**src/rtl/hazard_sched.sv**
```systemverilog
// Hazard and sequencing controller around the Exec stage: forwarding, stalls, flushes.
// Optional saturating stall/flush perf counters when HAZARD_PERF_EN is defined.
module hazard_sched #(
    parameter int MULTI_CYC = 4,
    parameter int CNT_W     = 16
) (
    input  logic             clk,
    input  logic             reset,
    input  logic [3:0]       RA1D,
    input  logic [3:0]       RA2D,
    input  logic [3:0]       RA1E,
    input  logic [3:0]       RA2E,
    input  logic [3:0]       WriteAddrE,
    input  logic [3:0]       WriteAddrM,
    input  logic [3:0]       WriteAddrW,
    input  logic             RegWriteE,
    input  logic             RegWriteM,
    input  logic             RegWriteW,
    input  logic             MemtoRegE,
    input  logic             BranchTakenE,
    input  logic             MultiStartE,
    output logic [1:0]       forwardAE,
    output logic [1:0]       forwardBE,
    output logic             StallF,
    output logic             StallD,
    output logic             StallE,
    output logic             FlushD,
    output logic             FlushE,
`ifdef HAZARD_PERF_EN
    output logic [CNT_W-1:0] StallCount,
    output logic [CNT_W-1:0] FlushCount,
`endif
    output logic             BusyE
);

    localparam int CW = (MULTI_CYC > 2) ? $clog2(MULTI_CYC) : 1;
    localparam bit MULTI_EN = (MULTI_CYC > 1);
    localparam logic [CW-1:0] CNT_LOAD =
        (MULTI_CYC > 1) ? CW'(MULTI_CYC - 2) : '0;

    typedef enum logic {
        IDLE = 1'b0,
        BUSY = 1'b1
    } state_e;

    state_e        state_q;
    state_e        state_d;
    logic [CW-1:0] cnt_q;
    logic [CW-1:0] cnt_d;
    logic          ld_stall;
    logic [1:0]    fwd_a;
    logic [1:0]    fwd_b;

    // Operand A select: Mem result beats Writeback result; R15 is the PC, never forwarded.
    always_comb begin
        fwd_a = 2'b00;
        if (RA1E != 4'hF) begin
            if (RegWriteM && (WriteAddrM == RA1E)) begin
                fwd_a = 2'b10;
            end else if (RegWriteW && (WriteAddrW == RA1E)) begin
                fwd_a = 2'b01;
            end
        end
    end

    // Operand B select, same priority as operand A.
    always_comb begin
        fwd_b = 2'b00;
        if (RA2E != 4'hF) begin
            if (RegWriteM && (WriteAddrM == RA2E)) begin
                fwd_b = 2'b10;
            end else if (RegWriteW && (WriteAddrW == RA2E)) begin
                fwd_b = 2'b01;
            end
        end
    end

    assign ld_stall = MemtoRegE && RegWriteE &&
                      ((RA1D == WriteAddrE) || (RA2D == WriteAddrE));

    // Multicycle FSM state and down-counter; reset aborts any op in flight.
    always_ff @(posedge clk or negedge reset) begin
        if (!reset) begin
            state_q <= IDLE;
            cnt_q   <= '0;
        end else begin
            state_q <= state_d;
            cnt_q   <= cnt_d;
        end
    end

    // Next state and stall/flush decode: multicycle hold > branch flush > load-use bubble.
    always_comb begin
        state_d   = state_q;
        cnt_d     = cnt_q;
        StallF    = 1'b0;
        StallD    = 1'b0;
        StallE    = 1'b0;
        FlushD    = 1'b0;
        FlushE    = 1'b0;
        BusyE     = 1'b0;
        forwardAE = fwd_a;
        forwardBE = fwd_b;
        unique case (state_q)
            IDLE: begin
                if (BranchTakenE) begin
                    FlushD = 1'b1;
                    FlushE = 1'b1;
                end else if (MultiStartE && MULTI_EN) begin
                    StallF  = 1'b1;
                    StallD  = 1'b1;
                    StallE  = 1'b1;
                    BusyE   = 1'b1;
                    state_d = BUSY;
                    cnt_d   = CNT_LOAD;
                end else if (ld_stall) begin
                    StallF = 1'b1;
                    StallD = 1'b1;
                    FlushE = 1'b1;
                end
            end
            BUSY: begin
                BusyE = 1'b1;
                if (cnt_q != '0) begin
                    StallF = 1'b1;
                    StallD = 1'b1;
                    StallE = 1'b1;
                    cnt_d  = cnt_q - CW'(1);
                end else begin
                    state_d = IDLE;
                end
            end
            default: begin
                state_d = IDLE;
                cnt_d   = '0;
            end
        endcase
        if (!reset) begin
            StallF    = 1'b0;
            StallD    = 1'b0;
            StallE    = 1'b0;
            BusyE     = 1'b0;
            FlushD    = 1'b1;
            FlushE    = 1'b1;
            forwardAE = 2'b00;
            forwardBE = 2'b00;
        end
    end

`ifdef HAZARD_PERF_EN
    logic [CNT_W-1:0] stall_cnt_q;
    logic [CNT_W-1:0] flush_cnt_q;

    // Saturating counters of stalled-fetch cycles and Exec-bubble cycles.
    always_ff @(posedge clk or negedge reset) begin
        if (!reset) begin
            stall_cnt_q <= '0;
            flush_cnt_q <= '0;
        end else begin
            if (StallF && (stall_cnt_q != '1)) begin
                stall_cnt_q <= stall_cnt_q + CNT_W'(1);
            end
            if (FlushE && (flush_cnt_q != '1)) begin
                flush_cnt_q <= flush_cnt_q + CNT_W'(1);
            end
        end
    end

    assign StallCount = stall_cnt_q;
    assign FlushCount = flush_cnt_q;
`endif

endmodule
```
**config.mk**
```make
export PLATFORM = sky130hd
export DESIGN_NAME = hazard_sched
export DESIGN_NICKNAME = d
export VERILOG_FILES = /design/src/rtl/hazard_sched.sv
export SDC_FILE = /design/constraint.sdc
export NUM_CORES = 1
export LEC_CHECK = 0
export CAP_MARGIN = 20
export CORE_MARGIN = 3
export CORE_UTILIZATION = 33
export CTS_BUF_LIST = sky130_fd_sc_hd__clkbuf_2 sky130_fd_sc_hd__clkbuf_4 sky130_fd_sc_hd__clkbuf_8
export CTS_CLUSTER_SIZE = 20
export DETAILED_ROUTE_END_ITERATION = 7
export PLACE_DENSITY = 0.78
export SLEW_MARGIN = 20
export SYNTH_ARGS = -nofsm -noshare
export SYNTH_HDL_FRONTEND = slang
export SYNTH_SLANG_ARGS = --single-unit
```
**constraint.sdc**
```tcl
create_clock -name clk -period 1.6 [get_ports clk]
set_input_delay 0.32 -clock clk [delete_from_list [all_inputs] [get_ports clk]]
set_output_delay 0.32 -clock clk [all_outputs]
set_load 0.02 [all_outputs]
```
==> flow_summary.toml <==
[outcome]
status = "finished with violations"
violations = "negative setup slack"

[yosys]
synth_area_leaders = "xnor2_1 (19%), xor2_1 (16%), dfrtp_1 (13%)"
netlist_instances = 68
ys_warn_count = 0
synth_nets = 105
synth_top_area_share_pct = 18.83
yosysSeqAreaShare_pct = 13.45
syn_area_um2 = 558.0
synth_cell_type_count = 24
yosysTopAreaCell = "xnor2_1"
ys_seq_elements = 3
avgSynthCellArea_um2 = 8.206

[place]
place_hpwl_um = 1865
place_area_um2 = 1185
portBuffers = 45
gp_congestion = 0.7338
place_ws_ns = -0.8702

[global_route]
grt_max_degree = 7
grt_overflow = 0
grt_pass1_vias = 874
grt_antenna_before_repair = 0
grtUsageTotal_pct = 24.22
grt_pass1_wl_um = 3677

[pwr]
pwr_density_cell_nw_per_um2 = 775.3
irDropWorstVdd_uv = 975.4
swShare_pct = 40.98
power.internal_w = 0.0006006
switchingPower_w = 0.0004170
comb_power_share_pct = 68.1
clock_power_share_pct = 14.5
seqPwrFrac_pct = 17.3
leakagePower_nw = 0.5998

[sta]
max_slew.worst_pin.slew_ns = 0.2592
hold_violations = 0
rsz0062_at_grt = "true"
fin_ws_ns = -0.1247
period_needed_ns = 1.725
setup_viol = 6
fmax_ghz = 0.5798
fin_skew_ns = 0.005023
fin_crit_sh_pct = 107.8
relSlewSlack_pct = 82.59
slew_violations = 0
finalSetupTns_ns = -0.4096

[final_layout]
fill_cells = 81
area_growth_pct = 135.2
antennaDiodeCount = 0
layout_common_cells = "buf_4 (21), buf_6 (14), dlygate4sd2_1 (12), xor2_1 (7), buf_2 (7)"
nets = 173
multi_input_area_um2 = 623.1
drive_above_1_share_pct = 60.00
regArea_um2 = 76.32
fin_area_um2 = 1313
layout_commonest_cell = "buf_4"

[critical_path]
critPathSlowestCell = "dfrtp_1"
cp_max_fo = 3
crit_required_ns = 1.28
path_cells = "inv_2 > ha_4 > a211o_1 > o21bai_4 > buf_6"
crit_path_max_incr_delay_ns = 0.35
crit_arrival_ns = 1.40
endpoint_kind = "output pin"
crit_type = "reg -> out"
cp-start-kind = "flop"

[routing]
vias = 784
drc = 0
drtPass1Iterations = 4
ant_nets = 0
via_per_inst = 5.192
wl_um = 2659
drtIter0Drc = 2
route.detailed.wl_per_inst_um = 17.61

[floorplan]
die_area_um2 = 2220
die_h_um = 47.12
core_area_um2 = 1541
pin_count = 46
start_util_pct = 36.20
fp.dieW_um = 47.12
num_rows = 14

[clocking]
clock_latency_ns = 0.23
clk_pin_slew_worst_paths_ns = 0.04
cts_made_buffers = 3
cts_tree = "built"
clk_root_buffer_cell = "clkbuf_4"
clockBufferDepth = 2
postCtsHoldBufs = 0
numClockSinks = 3
htreeDepth = 1

[run]
cap_violations = 0

[worst_hold_path]
hp-class = "in -> async"
-- what timing repair did --
| action | in CTS | in global routing |
|---|---|---|
| endpoints found under the setup margin | 10 | 9 |
| pin swaps | 30 | 13 |
| resized for setup | 153 | 34 |
| setup buffers | 1 | 1 |
-- cells by family (layout without fill, tap and decap cells) --
kind of cell | Yosys count | after routing | synth area share (%)
xor+xnor | 22 | 22 | 34.53
fa+ha+maj | 1 | 1 | 2.242
compound gates | 10 | 10 | 17.04
mux | 1 | 1 | 1.794
buf+inv | 5 | 72 | 4.036
flops | 3 | 3 | 13.45
simple gates | 26 | 26 | 26.91
-- layer usage --
layer  vias to the layer above  share of wire, %  global-route usage [%]
met5                         -                 0                       0
met4                         0               4.9                   13.81
met3                        12               6.6                   3.065
met2                        34                57                   47.43
met1                       368                31                   23.79
li1                        370                 -                       -
-- worst max-delay path: cells and delay by family (launching register included) --
family                   cells  cell delay (ns)
buffers and inverters        2             0.20
AO/OA/AOI/OAI                2             0.46
flip-flops                   1             0.35
adder cells (fa/ha/maj)      1             0.17
-- flip-flops by register name, indices dropped and copies added, names as in the netlist --
name	cells
cnt_q	2
state_q	1
-- power groups by stage --
stage	registers, W	logic, W	clock network [W]
2_1_floorplan	0.000162	0.000343	0
3_3_place_gp	0.000163	0.000609	0
3_5_place_dp	0.000166	0.000647	0
4_1_cts	0.000173	0.000663	0.000152
5_1_grt	0.000182	0.000739	0.000168
6_report	0.000176	0.000693	0.000148
-- Yosys cell counts --
cell,number
and2_1,1
nand3_1,1
and3_1,2
mux2i_1,1
o21ai_2,1
xnor2_1,12
nand2b_1,2
o21bai_2,2
a211o_1,1
nand2_1,5
nor4_2,3
inv_1,4
a211oi_2,1
o21ai_1,1
nor2_1,6
nand4_1,4
xor2_1,10
buf_4,1
ha_1,1
a41oi_2,1
dfrtp_1,3
nor3_1,2
a31oi_1,2
o22a_1,1
-- worst paths after layout --
| path | from | to | slack (ns) | cells past startpoint |
|---|---|---|---|---|
| worst max register to register | cnt_q[1] | cnt_q[1] | 0.41 | 5 |
| min in group clk | BranchTakenE | state_q | 0.51 | 2 |
| worst max-delay path | cnt_q[1] | StallD | -0.12 | 5 |
| worst min register to register | cnt_q[1] | cnt_q[1] | 0.51 | 1 |
| max in group asynchronous | reset | state_q | 1.43 | 2 |
| worst min-delay path | reset | state_q | 0.07 | 2 |
-- through the flow --
step	std cells	hold WS [ns]	total power, W	util, %
4_1_cts	150	0.2467	0.0009881	83.12
6_report	151	0.06521	0.001018	85.15
5_1_grt	151	0.04877	0.001088	85.15
3_3_place_gp	145	0.4725	0.0007721	76.87
2_1_floorplan	68	0.02441	0.0005044	-
3_5_place_dp	145	0.4814	0.0008135	76.87
-- final cells by class --
cell class | instances | area share (%)
Multi-Input combinational cell | 60 | 47.47
Timing Repair Buffer | 64 | 41.75
Sequential cell | 3 | 5.815
Clock buffer | 4 | 2.288
Tap cell | 16 | 1.525
Inverter | 4 | 1.144
Power figures use the tool's default switching activity.
